**config.mk**
```make
export PLATFORM = sky130hd
export DESIGN_NAME = alu_issue_arbiter
export DESIGN_NICKNAME = d
export VERILOG_FILES = /design/src/rtl/alu_issue_arbiter.sv
export SDC_FILE = /design/constraint.sdc
export NUM_CORES = 1
export LEC_CHECK = 0
export ABC_AREA = 1
export BUFFER_PORTS_ARGS = -buffer_cell sky130_fd_sc_hd__buf_2
export CAP_MARGIN = 20
export CORE_AREA = 2 2 143 145
export CTS_CLUSTER_DIAMETER = 50
export DETAILED_ROUTE_END_ITERATION = 8
export DIE_AREA = 0 0 145 147
export GPL_TIMING_DRIVEN = 0
export PLACE_DENSITY = 0.48
export REMOVE_ABC_BUFFERS = 1
export SYNTH_ARGS = -nofsm -noshare
export SYNTH_HDL_FRONTEND = slang
export SYNTH_SLANG_ARGS = --single-unit
```
**constraint.sdc**
```tcl
create_clock -name clk -period 5 [get_ports clk]
set_input_delay 1 -clock clk [delete_from_list [all_inputs] [get_ports clk]]
set_output_delay 1 -clock clk [all_outputs]
set_load 0.01 [all_outputs]
```
**src/rtl/alu_issue_arbiter.sv**
```systemverilog
// rtl/alu_issue_arbiter.sv - round-robin issue of NREQ requesters onto one 2-stage ALU with tagged responses
// Optional: ALU_PERF_CNT_EN adds issue/stall performance counters.
module alu_issue_arbiter #(
    parameter int          NREQ    = 4,
    parameter int          IDW     = 2,
    parameter logic [15:0] NOP_INS = 16'hF000
) (
    input  logic                 clk,
    input  logic                 rst_n,
    input  logic [NREQ-1:0]      req_valid,
    output logic [NREQ-1:0]      req_ready,
    input  logic [NREQ*16-1:0]   req_pc,
    input  logic [NREQ*16-1:0]   req_ins,
    input  logic [NREQ*16-1:0]   req_op1,
    input  logic [NREQ*16-1:0]   req_op2,
    input  logic                 hold,
    input  logic                 flush,
    output logic [15:0]          alu_pc,
    output logic [15:0]          alu_ins,
    output logic [15:0]          alu_op1,
    output logic [15:0]          alu_op2,
    input  logic [15:0]          alu_result,
    output logic                 rsp_valid,
    output logic [IDW-1:0]       rsp_id,
    output logic [15:0]          rsp_result,
    output logic                 busy
`ifdef ALU_PERF_CNT_EN
    ,
    output logic [31:0]          perf_issue_cnt,
    output logic [31:0]          perf_stall_cnt
`endif
);

    localparam logic [IDW:0] NREQ_W = (IDW+1)'(NREQ);

    logic [IDW-1:0] ptr;
    logic [IDW:0]   cand;
    logic           grant_any;
    logic [IDW-1:0] grant_idx;
    logic           grant_en;
    logic [IDW-1:0] ptr_next;
    logic           s1_valid;
    logic           s2_valid;
    logic [IDW-1:0] s1_id;
    logic [IDW-1:0] s2_id;

    // First pending requester at or after ptr, wrapping past NREQ-1.
    always_comb begin
        grant_any = 1'b0;
        grant_idx = '0;
        cand      = '0;
        for (int k = 0; k < NREQ; k++) begin
            cand = {1'b0, ptr} + (IDW+1)'(k);
            if (cand >= NREQ_W)
                cand = cand - NREQ_W;
            if (!grant_any && req_valid[cand[IDW-1:0]]) begin
                grant_any = 1'b1;
                grant_idx = cand[IDW-1:0];
            end
        end
    end

    assign grant_en = grant_any && !hold && !flush && rst_n;
    assign ptr_next = (grant_idx == IDW'(NREQ-1)) ? '0 : grant_idx + 1'b1;

    always_comb begin
        req_ready = '0;
        alu_pc    = 16'h0000;
        alu_ins   = NOP_INS;
        alu_op1   = 16'h0000;
        alu_op2   = 16'h0000;
        for (int i = 0; i < NREQ; i++) begin
            req_ready[i] = grant_en && (grant_idx == IDW'(i));
            if (grant_en && (grant_idx == IDW'(i))) begin
                alu_pc  = req_pc[16*i +: 16];
                alu_ins = req_ins[16*i +: 16];
                alu_op1 = req_op1[16*i +: 16];
                alu_op2 = req_op2[16*i +: 16];
            end
        end
    end

    // Tags mirror the ALU's execute-1/execute-2 stages; flush kills both.
    always_ff @(posedge clk or negedge rst_n) begin
        if (!rst_n) begin
            ptr      <= '0;
            s1_valid <= 1'b0;
            s2_valid <= 1'b0;
            s1_id    <= '0;
            s2_id    <= '0;
        end else begin
            if (grant_en)
                ptr <= ptr_next;
            s1_valid <= grant_en;
            s1_id    <= grant_idx;
            s2_valid <= s1_valid && !flush;
            s2_id    <= s1_id;
        end
    end

    assign rsp_valid  = s2_valid;
    assign rsp_id     = s2_id;
    assign rsp_result = alu_result;
    assign busy       = s1_valid || s2_valid;

`ifdef ALU_PERF_CNT_EN
    always_ff @(posedge clk or negedge rst_n) begin
        if (!rst_n) begin
            perf_issue_cnt <= 32'd0;
            perf_stall_cnt <= 32'd0;
        end else begin
            if (grant_en)
                perf_issue_cnt <= perf_issue_cnt + 32'd1;
            else if (|req_valid)
                perf_stall_cnt <= perf_stall_cnt + 32'd1;
        end
    end
`endif

endmodule

```
# ---- Word level (Yosys, flattened, before mapping)
# Index checks and enable logic that the tools add are counted.
dict set report totals {
  inputBits 280
  regBits 8
  wordCells 79
  out_inout_bits 88
}
dict set report op_classes {
  n_addsub 8
  n_mux 37
  eq_ne 3
  magnitude_cmp 8
  n_reduce_logical 18
}
# cell n
set op_table {}
lappend op_table {{16-bit 2-to-1 mux} 16}
lappend op_table {{2-bit 2-to-1 mux} 9}
lappend op_table {{2-bit by 3-bit < comparator with 1-bit output, second input constant} 4}
lappend op_table {{1-bit logical AND} 11}
lappend op_table {{3-bit >= comparator, second input constant} 3}
lappend op_table {{1-bit binary-select mux with 2-bit select} 4}
lappend op_table {{1-bit 2-to-1 mux} 8}
lappend op_table {{2-bit by 1-bit subtractor with 2-bit output, second input constant} 4}
lappend op_table {{2-bit by 2-bit adder with 3-bit output, second input constant} 2}
lappend op_table {{1-bit logical NOT} 5}
lappend op_table {{2-bit equality test, second input constant} 2}
lappend op_table {{2-bit by 1-bit adder with 3-bit output, second input constant} 1}
lappend op_table {{2-bit by 3-bit >= comparator with 1-bit output, second input constant} 1}
lappend op_table {{2-bit by 1-bit adder with 2-bit output, second input constant} 1}
lappend op_table {{2-bit by 1-bit equality test with 1-bit output, second input constant} 1}
lappend op_table {{2-bit logical NOT} 1}
lappend op_table {{1-bit logical OR} 1}

# ---- Longest topological paths before layout
dict set report depth {
  ltp_word 22
  ltp_mapped 24
  ltp_nobuf 20
}

# ---- Worst setup path after synthesis
# No wires, ideal clock.
dict set report synth_timing {
  path_kind {in2out}
  start {input req_valid[3]}
  end {output alu_ins[15]}
  slack_ns 0.787
  stages 19
  arrival_time_ns 3.213
  cell_sequence {inv_1 > nand2_1 > nand3_1 > nand2_1 > nor2_4 > nand2_1 > inv_1 > nor2_1 > nand2_1 > nand2_1 > a21oi_1 > ha_1 > clkbuf_1 > clkbuf_1 > nand3_1 > nand2_1 > nand3_1 > nand2_1 > nand2_1}
}
# element line_no
set synth_rtl {}
lappend synth_rtl {{start: declaration} 10} ;# input logic [NREQ-1:0] req_valid,
lappend synth_rtl {{1-bit binary-select mux with 2-bit select} 56} ;# if (!grant_any && req_valid[cand[IDW-1:0]]) begin
lappend synth_rtl {{1-bit 2-to-1 mux (implied by the code)} 56}
lappend synth_rtl {{1-bit 2-to-1 mux} 56}
lappend synth_rtl {{1-bit logical NOT} 56}
lappend synth_rtl {{1-bit logical AND} 56}
lappend synth_rtl {{1-bit 2-to-1 mux} 56}
lappend synth_rtl {{1-bit logical NOT} 56}
lappend synth_rtl {{1-bit logical AND} 56}
lappend synth_rtl {{1-bit 2-to-1 mux} 56}
lappend synth_rtl {{1-bit logical NOT} 56}
lappend synth_rtl {{1-bit logical AND} 56}
lappend synth_rtl {{2-bit 2-to-1 mux *} 56}
lappend synth_rtl {{net grant_idx[0]} 39} ;# logic [IDW-1:0] grant_idx;
lappend synth_rtl {{2-bit logical NOT} 74} ;# if (grant_en && (grant_idx == IDW'(i))) begin
lappend synth_rtl {{1-bit logical AND} 74}
lappend synth_rtl {{16-bit 2-to-1 mux (3 in series)} 74}
lappend synth_rtl {{16-bit 2-to-1 mux *} 74}
lappend synth_rtl {{end: declaration} 19} ;# output logic [15:0] alu_ins,
# The timed path passes the listed nets; every way through them passes the cells marked *. The select of a mux whose other input is x is not followed.

# ---- Worst setup path in the final report
dict set report layout_timing {
  start {input req_valid[3]}
  end {output alu_op1[15]}
}
# element line_no
set layout_rtl {}
lappend layout_rtl {{1-bit binary-select mux with 2-bit select} 56}
lappend layout_rtl {{1-bit 2-to-1 mux (implied by the code)} 56}
lappend layout_rtl {{1-bit 2-to-1 mux} 56}
lappend layout_rtl {{1-bit logical NOT} 56}
lappend layout_rtl {{1-bit logical AND} 56}
lappend layout_rtl {{1-bit 2-to-1 mux} 56}
lappend layout_rtl {{1-bit logical NOT} 56}
lappend layout_rtl {{1-bit logical AND} 56}
lappend layout_rtl {{1-bit 2-to-1 mux} 56}
lappend layout_rtl {{1-bit logical NOT} 56}
lappend layout_rtl {{1-bit logical AND} 56}
lappend layout_rtl {{2-bit 2-to-1 mux *} 56}
lappend layout_rtl {{net grant_idx[1]} 39}
lappend layout_rtl {{2-bit logical NOT} 74}
lappend layout_rtl {{1-bit logical AND} 74}
lappend layout_rtl {{16-bit 2-to-1 mux (3 in series)} 74}
lappend layout_rtl {{16-bit 2-to-1 mux *} 74}
lappend layout_rtl {{end: declaration} 20} ;# output logic [15:0] alu_op1,
# Marked as above.

==> results.txt <==
----------------------------------------------------
[CTS]
  Number of buffers created by CTS ... 3
  Clock tree sinks ... 8
  CTS Root Buffer Type ... sky130_fd_sc_hd__clkbuf_16
  Clock tree from TritonCTS ... built
  Number of buffers on the longest clock path ... 2
  Latest clock arrival within the worst-skew pair ... approximately 0.23 ns
  Hold-fix buffers at CTS ... 0
  Number of levels in the clock H-tree ... 1
  Clock-pin slew on the worst setup and hold paths ... around 0.030 ns

[Logic synthesis]
  Number of distinct library cells after synthesis ... 26
  Synthesized area per cell ... 4.70 um^2
  Seq cells post-synth ... 8
  Sequential cell area fraction in the yosys report ... roughly 5.2%
  Synthesized instance count ... roughly 800
  YS warnings ... 0
  Cell area after technology mapping ... 3850 um^2

[Worst setup path]
  Critical Path RT ... approximately 4 ns
  Crit Path Max Fanout ... 50
  Endpoint type of the worst setup path ... primary output
  Crit Path Category ... in2out
  Setup crit start kind ... input pin
  Worst path arrival time ... about 3.7 ns

[STA]
  Part of the cycle the worst path needs ... between 90% and 100%
  Hold WS ... roughly 0.35 ns
  Minimum clock period after layout ... approximately 4.7 ns
  Final-report hold violation count ... 0
  TNS Setup ... 0 ns
  Highest clock rate ... about 210 MHz
  Final setup fails ... 0
  Remaining max-slew budget at the tightest pin ... a little under half
  Transition at the pin with the smallest max-transition slack ... slightly below 0.8 ns
  Unrepaired setup endpoints after global routing ... no
  Final-report max-slew violation count ... 0
  Final worst clock skew ... about 0.00026 ns
  Fin worst setup slack ... 0.331 ns

[Pwr]
  Worst ir drop on vdd ... 376 uV
  Combinational cell fraction of total power ... between 90% and 100%
  Sequential fraction of design power ... ~4.2%
  Cell internal pwr ... 1.03 mW
  Pwr dens ... 464 nW/um^2
  Power share of the clock group ... about 4.8%
  Power Total ... around 2.7 mW
  Reported net switching power ... around 1.7 mW
  Leakage power of the design ... roughly 3.7 nW
  Switching Share ... a little over three fifths

[Global route]
  Number of global-route vias before repair ... 5195
  Maximum number of pins on one net before global-route repair ... between 80 and 90
  Most Used Layer, Global Route ... met2
  Global-route met2 utilization ... 27.2%
  Met3 global-route usage ... under 10%
  First-pass GRT wire length ... 27200 um
  Congestion Overflow GR ... 0
  Initial antenna violation count ... 1
  Combined global-route utilization of all metal layers ... between 10% and 20%
  M1 GR Usage ... between 20% and 30%

[Flow run]
  Count of maximum capacitance violations ... 0

[Drt]
  Detail Route Antenna Nets ... 0
  Initial DRT Pass Iterations ... 4
  Via count ... between 5000 and 6000
  Via-to-Cell Ratio ... approximately 4.3
  Violation count after the first detailed-route iteration ... between 200 and 250
  Average wire per cell in the routed design ... 14.4 um
  Total detailed-routing wirelength ... approximately 20000 um
  DRC viols ... 0

[Finish]
  Number of inserted diodes ... 0
  Fraction of layout cells with a size suffix above 1 ... 34.5%
  Post-layout nets ... 1386
  Area overhead of the layout relative to synthesis ... 53.0%
  Finished layout cell area ... 5890 um^2

[Status]
  Outcome ... completed

[Floorplanning]
  Horizontal die dimension ... between 100 and 150 um
  Die extent in y ... approximately 150 um
  Starting density of the core ... roughly a fifth
  Number of ports placed on the die boundary ... around 370
  Die Area ... about 21000 um^2
  Core area ... between 15000 and 20000 um^2
  Site row count ... 52

[Min path]
  Class of the worst hold path ... reg2reg

[Placement]
  Number of buffer cells added on primary ports ... roughly 340
  Detailed placer's ending HPWL ... between 10000 and 15000 um
  Placed standard-cell area ... roughly 5600 um^2
  Last weighted congestion value of the routability-driven placer ... approximately 0.80
  Minimum setup slack after placement ... -0.603 ns

----------------------------------------------------
-- critical path: stages --
cell and delay, ns:
sky130_fd_sc_hd__buf_2 0.11, sky130_fd_sc_hd__inv_1 0.04, sky130_fd_sc_hd__nand2_1 0.07, sky130_fd_sc_hd__nand3_1 0.12, sky130_fd_sc_hd__nand2_1 0.11, sky130_fd_sc_hd__nor2_4 0.22, sky130_fd_sc_hd__nand2_1 0.10, sky130_fd_sc_hd__inv_1 0.16
sky130_fd_sc_hd__nand3_1 0.09, sky130_fd_sc_hd__nand2_1 0.21, sky130_fd_sc_hd__inv_1 0.14, sky130_fd_sc_hd__ha_1 0.32, sky130_fd_sc_hd__nand2_8 0.28, sky130_fd_sc_hd__clkinv_8 0.27, sky130_fd_sc_hd__nand2_1 0.12, sky130_fd_sc_hd__nand2_1 0.11
sky130_fd_sc_hd__buf_2 0.16
-- stage by stage --
stage / utilization (%) / std cells
5_1_grt: 29.7 / 1370
2_1_floorplan: - / 739
3_5_place_dp: 28.2 / 1354
3_3_place_gp: 27.3 / 1344
6_report: 29.7 / 1370
4_1_cts: 29.0 / 1360
-- final cells by class --
type	instances	area [um^2]
fillers	2305	14000
repair buffers	355	1970
multi-input cells	591	2760
inverters	143	552
clock buffers	3	75.1
well taps	270	338
flip-flops and latches	8	200
-- layout by cell type, fill, tap and decap left out --
cell type,Yosys,routed
sky130_fd_sc_hd__o21ai_0,47,47
sky130_fd_sc_hd__nand2_8,0,1
sky130_fd_sc_hd__nand2_4,1,1
sky130_fd_sc_hd__buf_4,27,5
sky130_fd_sc_hd__o21ai_2,0,1
sky130_fd_sc_hd__nand2_2,1,1
sky130_fd_sc_hd__inv_1,139,139
sky130_fd_sc_hd__ha_1,4,1
sky130_fd_sc_hd__nor2_1,33,33
sky130_fd_sc_hd__buf_2,23,335
sky130_fd_sc_hd__buf_6,3,7
sky130_fd_sc_hd__nor3b_2,0,1
sky130_fd_sc_hd__a21oi_4,0,1
sky130_fd_sc_hd__clkbuf_8,0,1
sky130_fd_sc_hd__clkbuf_16,0,4
sky130_fd_sc_hd__nand3_2,2,3
sky130_fd_sc_hd__buf_12,0,4
sky130_fd_sc_hd__o2111ai_1,1,1
sky130_fd_sc_hd__buf_16,0,2
sky130_fd_sc_hd__nand3_1,8,8
sky130_fd_sc_hd__nor2_4,2,2
sky130_fd_sc_hd__nand2_1,362,362
sky130_fd_sc_hd__dfrtp_1,8,8
sky130_fd_sc_hd__o21ai_1,6,5
sky130_fd_sc_hd__nand3_4,1,2
sky130_fd_sc_hd__nand4_1,99,99
sky130_fd_sc_hd__clkinv_8,0,1
sky130_fd_sc_hd__a21oi_1,18,17
sky130_fd_sc_hd__inv_2,3,2
sky130_fd_sc_hd__and2_4,1,1
sky130_fd_sc_hd__inv_4,1,1
sky130_fd_sc_hd__or2_2,1,1
sky130_fd_sc_hd__ha_4,0,3
-- state kept, by name, summed over array words and instances (netlist names) --
signal / count
rsp_valid: 1
s1_id: 2
ptr: 2
rsp_id: 2
s1_valid: 1
-- layer usage --
layer	wire length [um]	part of all wire, %
met4	99	0.50
met5	13	0.066
met1	8660	44
met2	9620	49
met3	1290	6.6
-- kinds of logic (layout without fill, tap and decap cells) --
group	Yosys count	in the layout	synth area share, %
and+or+nand+nor	512	515	58.2
buffers and inverters	224	501	25.9
AOI/OAI and AO/OA	72	72	9.45
DFF	8	8	5.20
adders and majority gates	4	4	1.30
-- power by group through the flow --
| stage | clock [mW] | sequential, mW | combinational, mW |
|---|---|---|---|
| after floorplan | 0 | 0.113 | 1.24 |
| after global placement | 0 | 0.112 | 1.86 |
| after detailed placement | 0 | 0.114 | 2.06 |
| after CTS | 0.133 | 0.114 | 2.23 |
| after global routing | 0.136 | 0.117 | 2.74 |
| final | 0.131 | 0.114 | 2.49 |
-- Yosys cell counts --
| library cell | count | area, um^2 |
|---|---|---|
| sky130_fd_sc_hd__ha_1 | 4 | 50.1 |
| sky130_fd_sc_hd__o21ai_1 | 6 | 30.0 |
| sky130_fd_sc_hd__nor2_4 | 2 | 22.5 |
| sky130_fd_sc_hd__nor3b_1 | 1 | 7.51 |
| sky130_fd_sc_hd__and2_4 | 1 | 8.76 |
| sky130_fd_sc_hd__nand3_1 | 8 | 40.0 |
| sky130_fd_sc_hd__dfrtp_1 | 8 | 200 |
| sky130_fd_sc_hd__buf_6 | 3 | 33.8 |
| sky130_fd_sc_hd__buf_1 | 7 | 26.3 |
| sky130_fd_sc_hd__buf_4 | 27 | 203 |
| sky130_fd_sc_hd__clkbuf_1 | 21 | 78.8 |
| sky130_fd_sc_hd__nor2_1 | 33 | 124 |
| sky130_fd_sc_hd__inv_4 | 1 | 6.26 |
| sky130_fd_sc_hd__inv_2 | 3 | 11.3 |
| sky130_fd_sc_hd__buf_2 | 23 | 115 |
| sky130_fd_sc_hd__nand2_2 | 1 | 6.26 |
| sky130_fd_sc_hd__nand4_1 | 99 | 619 |
| sky130_fd_sc_hd__inv_1 | 139 | 522 |
| sky130_fd_sc_hd__o2111ai_1 | 1 | 8.76 |
| sky130_fd_sc_hd__nand2_1 | 362 | 1360 |
| sky130_fd_sc_hd__nand3_4 | 1 | 17.5 |
| sky130_fd_sc_hd__nand3_2 | 2 | 20.0 |
| sky130_fd_sc_hd__or2_2 | 1 | 6.26 |
| sky130_fd_sc_hd__nand2_4 | 1 | 11.3 |
| sky130_fd_sc_hd__o21ai_0 | 47 | 235 |
| sky130_fd_sc_hd__a21oi_1 | 18 | 90.1 |
-- path summary, 6_finish.rpt --
check | cells past startpoint | slack [ns] | to | start
worst max-delay path | 17 | 0.33 | alu_op1[15] | req_valid[3]
worst min-delay path | 0 | 0.35 | rsp_id[1]$_DFF_PN0_ | s1_id[1]$_DFF_PN0_
worst max register to register | 14 | 2.54 | ptr[1]$_DFFE_PN0P_ | ptr[0]$_DFFE_PN0P_
worst min register to register | 0 | 0.35 | rsp_id[1]$_DFF_PN0_ | s1_id[1]$_DFF_PN0_
max in group asynchronous | 1 | 4.21 | s1_id[0]$_DFF_PN0_ | rst_n
min in group asynchronous | 1 | 0.61 | rsp_valid$_DFF_PN0_ | rst_n
-- repair_timing --
item,CTS,global route
endpoints found under the setup margin,66,55
pin swaps,3,3
cloned,1,3
buffers inserted,2,7
endpoints found under the hold margin,0,0
gates resized for setup,7,5
Power figures use the tool's default switching activity.
